File: config.mk
export PLATFORM = sky130hd
export DESIGN_NAME = rx_frame_reader
export DESIGN_NICKNAME = d
export VERILOG_FILES = /design/src/rtl/eth_sw_pkg.sv /design/src/rtl/rx_frame_reader_buf.sv /design/src/rtl/rx_frame_reader.sv
export SDC_FILE = /design/constraint.sdc
export NUM_CORES = 1
export LEC_CHECK = 0
export ABC_CLOCK_PERIOD_IN_PS = 4130
export CORE_MARGIN = 4
export CORE_UTILIZATION = 59
export DETAILED_ROUTE_END_ITERATION = 8
export HOLD_SLACK_MARGIN = 0.1
export PLACE_DENSITY = 0.84
export SYNTH_ARGS = -nofsm -noshare
export SYNTH_HDL_FRONTEND = slang
export SYNTH_SLANG_ARGS = --single-unit
File: constraint.sdc
create_clock -name rclk -period 4.13 [get_ports rclk]
set_input_delay 1.239 -clock rclk [delete_from_list [all_inputs] [get_ports rclk]]
set_output_delay 1.239 -clock rclk [all_outputs]
set_load 0.02 [all_outputs]
File: src/rtl/eth_sw_pkg.sv
// rtl/eth_sw_pkg.sv - shared types and defaults for the switch receive path
package eth_sw_pkg;

  localparam int DEF_DATA_WIDTH    = 8;
  localparam int DEF_MIN_FRAME_LEN = 64;
  localparam int DEF_MAX_FRAME_LEN = 1518;

  typedef enum logic [1:0] {
    SOF  = 2'd0,
    BODY = 2'd1,
    DROP = 2'd2
  } rx_state_e;

  typedef struct packed {
    logic [DEF_DATA_WIDTH-1:0] data;
    logic                      last;
    logic                      err;
  } rx_entry_t;

  // len counts beats already accepted; the beat now landing is beat len+1
  function automatic logic len_below(input logic [15:0] len, input int lim);
    return (int'(len) + 1) < lim;
  endfunction

  function automatic logic len_reaches(input logic [15:0] len, input int lim);
    return (int'(len) + 1) == lim;
  endfunction

endpackage

File: src/rtl/rx_frame_reader_buf.sv
// rtl/rx_frame_reader_buf.sv - 3-entry output buffer with push/pop and occupancy
module rx_frame_reader_buf #(
  parameter int WIDTH = 10
) (
  input  logic             clk,
  input  logic             rst_n,
  input  logic             i_push,
  input  logic [WIDTH-1:0] i_push_data,
  input  logic             i_pop,
  output logic [WIDTH-1:0] o_head,
  output logic [1:0]       o_occ
);

  localparam logic [1:0] DEPTH = 2'd3;

  logic [WIDTH-1:0] r_mem [3];
  logic [1:0]       r_wr_ptr;
  logic [1:0]       r_rd_ptr;
  logic [1:0]       r_occ;
  logic             w_push;
  logic             w_pop;

  function automatic logic [1:0] ptr_inc(input logic [1:0] p);
    return (p == 2'd2) ? 2'd0 : p + 2'd1;
  endfunction

  assign w_pop  = i_pop && (r_occ != 2'd0);
  assign w_push = i_push && ((r_occ != DEPTH) || w_pop);

  always_ff @(posedge clk or negedge rst_n) begin
    if (!rst_n) begin
      for (int i = 0; i < 3; i++) r_mem[i] <= '0;
      r_wr_ptr <= 2'd0;
      r_rd_ptr <= 2'd0;
      r_occ    <= 2'd0;
    end else begin
      for (int i = 0; i < 3; i++) begin
        if (w_push && (r_wr_ptr == 2'(i))) r_mem[i] <= i_push_data;
      end
      if (w_push) r_wr_ptr <= ptr_inc(r_wr_ptr);
      if (w_pop)  r_rd_ptr <= ptr_inc(r_rd_ptr);
      case ({w_push, w_pop})
        2'b10:   r_occ <= r_occ + 2'd1;
        2'b01:   r_occ <= r_occ - 2'd1;
        default: r_occ <= r_occ;
      endcase
    end
  end

  always_comb begin
    o_head = r_mem[0];
    if (r_rd_ptr == 2'd1)      o_head = r_mem[1];
    else if (r_rd_ptr == 2'd2) o_head = r_mem[2];
  end

  assign o_occ = r_occ;

endmodule

File: src/rtl/rx_frame_reader.sv
// rtl/rx_frame_reader.sv - FIFO drain to framed byte stream; stats under RX_FRAME_READER_STATS_EN
module rx_frame_reader
  import eth_sw_pkg::*;
#(
  parameter int DATA_WIDTH    = DEF_DATA_WIDTH,
  parameter int MIN_FRAME_LEN = DEF_MIN_FRAME_LEN,
  parameter int MAX_FRAME_LEN = DEF_MAX_FRAME_LEN
) (
  input  logic                  rclk,
  input  logic                  rrst_n,
  output logic                  fifo_r_en,
  input  logic [DATA_WIDTH:0]   fifo_r_data,
  input  logic                  fifo_r_empty,
  output logic                  m_valid,
  input  logic                  m_ready,
  output logic [DATA_WIDTH-1:0] m_data,
  output logic                  m_last,
  output logic                  m_err
`ifdef RX_FRAME_READER_STATS_EN
  ,
  output logic [31:0]           frame_cnt,
  output logic [31:0]           err_cnt
`endif
);

  localparam int EW = DATA_WIDTH + 2;

  logic            r_rd_pending;
  rx_state_e       r_state;
  logic [15:0]     r_len;

  logic [1:0]      w_occ;
  logic [EW-1:0]   w_head;
  logic            w_land_last;
  logic            w_len_runt;
  logic            w_len_max;
  logic            w_push;
  logic            w_push_last;
  logic            w_push_err;
  logic            w_pop;

  assign w_land_last = fifo_r_data[DATA_WIDTH];
  assign w_len_runt  = len_below(r_len, MIN_FRAME_LEN);
  assign w_len_max   = len_reaches(r_len, MAX_FRAME_LEN);

  // Only registered occupancy terms gate the read so m_ready never reaches fifo_r_en
  assign fifo_r_en = rrst_n && !fifo_r_empty &&
                     (({1'b0, w_occ} + {2'b00, r_rd_pending}) <= 3'd2);

  always_comb begin
    w_push      = r_rd_pending && (r_state != DROP);
    w_push_last = w_land_last || w_len_max;
    w_push_err  = w_land_last ? w_len_runt : w_len_max;
  end

  always_ff @(posedge rclk or negedge rrst_n) begin
    if (!rrst_n) begin
      r_rd_pending <= 1'b0;
      r_state      <= SOF;
      r_len        <= 16'd0;
    end else begin
      r_rd_pending <= fifo_r_en;
      if (r_rd_pending) begin
        case (r_state)
          SOF, BODY: begin
            if (w_land_last) begin
              r_len   <= 16'd0;
              r_state <= SOF;
            end else if (w_len_max) begin
              r_len   <= 16'd0;
              r_state <= DROP;
            end else begin
              r_len   <= r_len + 16'd1;
              r_state <= BODY;
            end
          end
          DROP: begin
            if (w_land_last) r_state <= SOF;
          end
          default: begin
            r_len   <= 16'd0;
            r_state <= SOF;
          end
        endcase
      end
    end
  end

  assign w_pop   = m_valid && m_ready;
  assign m_valid = (w_occ != 2'd0);
  assign m_data  = w_head[EW-1:2];
  assign m_last  = w_head[1];
  assign m_err   = w_head[0];

  rx_frame_reader_buf #(
    .WIDTH(EW)
  ) u_buf (
    .clk         (rclk),
    .rst_n       (rrst_n),
    .i_push      (w_push),
    .i_push_data ({fifo_r_data[DATA_WIDTH-1:0], w_push_last, w_push_err}),
    .i_pop       (w_pop),
    .o_head      (w_head),
    .o_occ       (w_occ)
  );

`ifdef RX_FRAME_READER_STATS_EN
  logic [31:0] r_frame_cnt;
  logic [31:0] r_err_cnt;

  always_ff @(posedge rclk or negedge rrst_n) begin
    if (!rrst_n) begin
      r_frame_cnt <= 32'd0;
      r_err_cnt   <= 32'd0;
    end else if (w_push && w_push_last) begin
      r_frame_cnt <= r_frame_cnt + 32'd1;
      if (w_push_err) r_err_cnt <= r_err_cnt + 32'd1;
    end
  end

  assign frame_cnt = r_frame_cnt;
  assign err_cnt   = r_err_cnt;
`endif

endmodule

==> impl_metrics.tcl, run 1 <==
set metrics [dict create \
    drc_errors 0 \
    syn_inst 299 \
    dieArea_um2 6380 \
    synthArstFlopShare_pct 100 \
    io_buffers 24 \
    hpwlAfterDp_mm 4.22 \
    p_int_w 0.00140 \
    hold_depth 1 \
    postCtsSetupRepairBufs 0 \
    post_cts_resized 0 \
    p_comb_share_pct 45.0 \
    clk-insertion-delay-late_ps 310 \
    synth-seq-cells 55 \
    die_h_um 79.9 \
    cp-start-kind "input port" \
    ys.warnings.count 0 \
    nets 333 \
    crit_type "in -> out" \
    p_sw_share_pct 40.9 \
    avgSynthCellArea_um2 10.2 \
    syn2layout_area_growth_pct 11.0 \
    multi_input_area_um2 1550 \
    min_period_ps 3800 \
    p_switching_w 0.000966 \
    crit_path_top_delay_cell "clkdlybuf4s50_1" \
    path_buf_inv 2 \
    grt_antenna_before_repair 0 \
    fin_util_pct 69.4 \
    ctsLongestPathBuffers 2 \
    cts_inserted_buffers 5 \
    clock_sinks 55 \
    vias 2326 \
    crit_chain "clkdlybuf4s50_1, nor3b_1, clkdlybuf4s50_1" \
    drtAntennaViolNets 0 \
    setup_tns_ps 0 \
    netlist_area_um2 3050 \
    vdd_drop_max_mv 0.507 \
    dr.pass1.iters 4 \
    rows 25 \
    hold_end "u_buf.r_mem[19]" \
    finalCritPeriodShare_pct 91.9 \
    status "finished clean" \
    initial_core_util_pct 62.5 \
    tightest_slew_ps 1150 \
    worstPathMaxFanout 2 \
    reg2regPathDepth 7 \
    crit_path_end_kind "output pin" \
    drtIter0Drc 189 \
    drive_gt1_share_pct 17.8 \
    fillCellCount 382 \
    ys_seq_area_share_pct 45.1 \
    root_buffer "clkbuf_8" \
    cts_hold_buf 0 \
    path_clk_slew_ps 100 \
    place_congestion 0.893 \
    synth_edf_count 0 \
    wl_mm 5.93 \
    synthesis.nets 318 \
    rr_startpoint "r_len[0]" \
    core_area_um2 4880 \
    die_width_um 79.9 \
    max_cap_viol_count 0 \
    finalHoldViolCount 0 \
    max_freq_mhz 263 \
    grt_max_degree 56 \
    pwr_density_cell_nw_per_um2 697 \
    yosysUniqueCellTypes 52 \
    antennaDiodeCount 0 \
    p_leak_nw 1.41 \
    first_global_vias 2190 \
    finClkSkew_ps 8.91 \
    grt_overflow 0 \
    track_usage_pct 21.0 \
    seqCellArea_um2 1380 \
    cp_slowest_stage_delay_ps 660 \
    p_seq_share_pct 42.3 \
    arrival_ps 2560 \
    cts_tree "done" \
    htreeDepth 2 \
    r2r_slack_ps 1610 \
    min_from "u_buf.r_mem[19]" \
    ios 25 \
    crit_required_ps 2890 \
    rr_endpoint "u_buf.r_mem[11]" \
    setup_viol 0 \
    viasPerCell 6.09 \
    final_area_um2 3390 \
    cpMostUsedCell "clkdlybuf4s50_1" \
    grt_pass1_wl_mm 10.4 \
    clkPwrFrac_pct 12.8 \
    relSlewSlack_pct 22.9 \
    hp-class "reg -> reg" \
    dominantRegCellSynth "dfrtp_1" \
    post_drt_wl_per_cell_um 15.5 \
    rsz0062_at_grt "false" \
    maxSlewViolCount 0 \
    crit_family "buffers and inverters" \
    startpoint "fifo_r_empty" \
    post_dp_cell_area_um2 3300 \
]
## synth_stat cells, types with 7 or more instances
| cell | instances | area, um^2 |
|---|---|---|
| nand2_1 | 28 | 105 |
| nand3_1 | 8 | 40.0 |
| dfrtp_1 | 55 | 1380 |
| clkbuf_1 | 9 | 33.8 |
| or2_2 | 7 | 43.8 |
| o22ai_1 | 8 | 50.1 |
| xnor2_1 | 7 | 61.3 |
| nor2_1 | 21 | 78.8 |
| nand4_1 | 12 | 75.1 |
| mux2_2 | 27 | 304 |
| a21oi_1 | 7 | 35.0 |
| o21ai_0 | 13 | 65.1 |
| inv_1 | 8 | 30.0 |
## state kept, by name, summed over array words and instances, names as in the netlist
signal          flops
r_state             2
u_buf.r_rd_ptr      2
r_len              16
u_buf.r_wr_ptr      2
u_buf.o_occ         2
r_rd_pending        1
u_buf.r_mem        30
## how the worst max path moves through the flow
stage / slack (ps) / endpoint / cells after the start
after floorplan: 1080 / fifo_r_en / 1
after global placement: 380 / fifo_r_en / 3
after detailed placement: 310 / fifo_r_en / 3
after CTS: 300 / fifo_r_en / 3
after global routing: 210 / fifo_r_en / 3
final: 330 / fifo_r_en / 3
## logic make-up after synthesis
family	Yosys count	synth area share (%)
adder cells (fa/ha/maj)	6	2.46
multiplexers	33	11.9
AND/OR/NAND/NOR	111	21.0
XOR/XNOR	10	2.87
AO/OA/AOI/OAI	57	12.6
flip-flops	55	45.1
buffers and inverters	27	4.06
## final cells by class
| class | count | share of cell area (%) |
|---|---|---|
| multi-input combinational | 217 | 45.8 |
| sequential | 55 | 40.6 |
| timing repair buffer | 27 | 7.61 |
| tap | 67 | 2.48 |
| clock buffer | 6 | 2.14 |
| inverter | 8 | 0.887 |
| clock inverter | 2 | 0.480 |
## metrics by stage
stage / hold slack (ps) / worst slack, ps / power (W) / std cells
after floorplan: 450 / 1080 / 0.00173 / 299
after global placement: 468 / 384 / 0.00203 / 374
after detailed placement: 485 / 311 / 0.00207 / 374
after CTS: 518 / 305 / 0.00238 / 382
after global routing: 530 / 213 / 0.00256 / 382
final: 518 / 333 / 0.00236 / 382
## cell usage in the layout (no fill, tap or decap), drive strengths merged, types with 4 or more instances in the layout
master / count
ha: 6
o22ai: 8
nor2: 21
buf: 4
dfrtp: 55
nor4: 6
nand4: 14
clkbuf: 6
nand3: 9
inv: 9
or2: 7
nand2: 29
clkdlybuf4s50: 23
nor3: 4
nor2b: 5
xnor2: 7
o21ai: 17
a21oi: 7
and3: 6
mux2: 27
mux2i: 6
## power groups by stage
stage | Sequential [W] | Clock (W) | Combinational [W]
2_1_floorplan | 0.000875 | 0 | 0.000852
3_3_place_gp | 0.000989 | 0 | 0.00104
3_5_place_dp | 0.00101 | 0 | 0.00107
4_1_cts | 0.000994 | 0.000311 | 0.00108
5_1_grt | 0.00103 | 0.000328 | 0.00120
6_report | 0.000998 | 0.000302 | 0.00106
## worst reg2reg max path: cells and delay by family, from the launching register on
family,cells,cell delay (ps)
adder cells (fa/ha/maj),1,270
AO/OA/AOI/OAI,1,170
AND/OR/NAND/NOR,4,1250
flip-flops,1,480
multiplexers,1,290
## per-layer routing
metal  vias to the layer above  track usage [%]  wire (um)
met3                        10             3.50        343
met5                         -                0          0
met4                         0             7.09        101
met2                        68             33.9       2860
met1                      1141             28.6       2620
li1                       1107                -          -
(Power assumes the default switching activity.)
==> run 2, diff against run 1 <==
Settings changed: ABC_AREA from default to 1.
==> impl_metrics.tcl, run 2 <==
set metrics [dict create \
    finClkSkew_ps 14.9 \
    vias 2699 \
    final_common_cell "nand2_1" \
    avgSynthCellArea_um2 7.58 \
    relSlewSlack_pct 52.6 \
    nets 449 \
    syn2layout_area_growth_pct 12.4 \
    syn_inst 406 \
    largest_register_ffs 30 \
    drtAntennaViolNets 0 \
    arrival_ps 2380 \
    rr_endpoint "u_buf.r_mem[1]" \
    setup_tns_ps 0 \
    cpMostUsedCell "clkdlybuf4s50_1" \
    ys.warnings.count 0 \
    fin_hold_ws_ps 486 \
    place_congestion 0.878 \
    die_h_um 80.2 \
    worstPathMaxFanout 2 \
    status "finished clean" \
    synth-seq-cells 55 \
    pwr_density_cell_nw_per_um2 691 \
    first_global_vias 2656 \
    rr_startpoint "r_len[0]" \
    max_freq_mhz 276 \
    ys_seq_area_share_pct 44.7 \
    postCtsSetupRepairBufs 0 \
    cp-start-kind "input port" \
    track_usage_pct 23.1 \
    p_leak_nw 1.63 \
    min_period_ps 3620 \
    hp-class "reg -> reg" \
    post_cts_resized 0 \
    synth_top_cells_by_area "dfrtp_1, nand2_1, inv_1, o21ai_0, nor2_1" \
    yosysUniqueCellTypes 33 \
    dominantRegCellSynth "dfrtp_1" \
    p_int_w 0.00135 \
    initial_core_util_pct 60.6 \
    reg2regPathDepth 13 \
    path_clk_slew_ps 110 \
    die_width_um 80.2 \
    yosys.area.top_type "dfrtp_1" \
    ctsLongestPathBuffers 2 \
    viasPerCell 5.39 \
    setup_viol 0 \
    dieArea_um2 6430 \
    fin_util_pct 68.1 \
    crit_chain "clkdlybuf4s50_1, nor2_1, clkdlybuf4s50_1" \
    vdd_drop_max_mv 0.456 \
    io_buffers 24 \
    grt_pass1_wl_mm 11.7 \
    crit_required_ps 2890 \
    dr.pass1.iters 4 \
    crit_path_end_kind "output pin" \
    cts_hold_buf 0 \
    tightest_slew_ps 709 \
    synth_edf_count 0 \
    antennaDiodeCount 0 \
    layout_common_cells "nand2_1, dfrtp_1, inv_1, nor2_1, o21ai_0" \
    grt_antenna_before_repair 0 \
    post_dp_cell_area_um2 3370 \
    clkPwrFrac_pct 12.9 \
    yosysMostFrequentCell "nand2_1" \
    cts_tree "done" \
    wl_mm 6.66 \
    r2r_slack_ps 1950 \
    hold_end "u_buf.r_mem[24]" \
    hpwlAfterDp_mm 4.76 \
    hold_depth 2 \
    crit_type "in -> out" \
    fillCellCount 456 \
    netlist_area_um2 3080 \
    drive_gt1_share_pct 8.35 \
    p_sw_share_pct 43.5 \
    final_area_um2 3460 \
    clk-insertion-delay-late_ps 320 \
    top_register "u_buf.r_mem" \
    grt_max_degree 56 \
    root_buffer "clkbuf_8" \
    finalCritPeriodShare_pct 87.6 \
    drtIter0Drc 203 \
    htreeDepth 2 \
    synth_top_area_share_pct 44.7 \
    p_switching_w 0.00104 \
    rows 26 \
    drc_errors 0 \
    largestRegisters "u_buf.r_mem x30, r_len x16" \
    min_from "u_buf.r_mem[24]" \
    ios 25 \
    p_comb_share_pct 46.4 \
    p_seq_share_pct 40.7 \
    cp_slowest_stage_delay_ps 620 \
    rsz0062_at_grt "false" \
    max_cap_viol_count 0 \
    synthArstFlopShare_pct 100 \
    core_area_um2 5070 \
    finalHoldViolCount 0 \
    crit_path_top_delay_cell "clkdlybuf4s50_1" \
    maxSlewViolCount 0 \
    synthesis.nets 425 \
    synth_common_cells "nand2_1, dfrtp_1, inv_1" \
    clock_sinks 55 \
    post_drt_wl_per_cell_um 13.3 \
    cts_inserted_buffers 5 \
    grt_overflow 0 \
]
==> run 2: cell count changes after synthesis, moves of 7 or more <==
cell,change
nand2_1,+120
inv_1,+40
mux2_2,-27
o21ai_0,+12
clkbuf_1,-7
==> run 2: power by group through the flow <==
stage,Sequential (W),Clock (W),Combinational (W)
after floorplan,0.000930,0,0.000762
after global placement,0.000968,0,0.00108
after detailed placement,0.000981,0,0.00111
after CTS,0.000970,0.000313,0.00112
after global routing,0.00101,0.000336,0.00126
final,0.000973,0.000308,0.00111
==> run 2: cell families (layout without fill, tap and decap cells) <==
family	count (synthesis)	count (layout)	synth area share [%]
simple gates	224	224	32.5
buf+inv	63	88	8.38
fa+ha+maj	6	6	2.44
xor+xnor	3	3	1.10
flops	55	55	44.7
compound gates	55	55	10.9
==> run 2: metal layers <==
layer / global-route usage [%] / routed length, um
met5: 0 / 0
met4: 6.42 / 54
met3: 4.15 / 383
met2: 38.3 / 3350
met1: 30.9 / 2880
==> run 2: worst max-delay path, delay by kind of cell <==
| family | cells | cell delay, ps |
|---|---|---|
| buffers and inverters | 2 | 1010 |
| AND/OR/NAND/NOR | 1 | 130 |
==> run 2: metrics by stage <==
stage               std cells  power [W]  setup WS (ps)
CTS                       501    0.00240            498
detailed placement        493    0.00209            508
global route              501    0.00260            372
global placement          493    0.00204            516
finish                    501    0.00239            511
floorplan                 406    0.00169           1280
==> run 2: cell type report <==
cell class	instances	area [um^2]	area share (%)
Timing Repair Buffer	27	258	7.45
Clock inverter	3	22.5	0.651
Tap cell	70	87.6	2.53
Clock buffer	5	68.8	1.99
Inverter	53	199	5.75
Multi-Input combinational cell	288	1450	41.8
Sequential cell	55	1380	39.8
==> run 2: how the worst max path moves through the flow <==
stage                      start   endpoint  slack [ps]  cells after the start
3_3_place_gp        fifo_r_empty  fifo_r_en         520                      3
6_report            fifo_r_empty  fifo_r_en         510                      3
3_5_place_dp        fifo_r_empty  fifo_r_en         510                      3
2_1_floorplan             rrst_n  fifo_r_en        1280                      2
4_1_cts             fifo_r_empty  fifo_r_en         500                      3
5_1_grt        u_buf.r_rd_ptr[1]  m_data[5]         370                      7
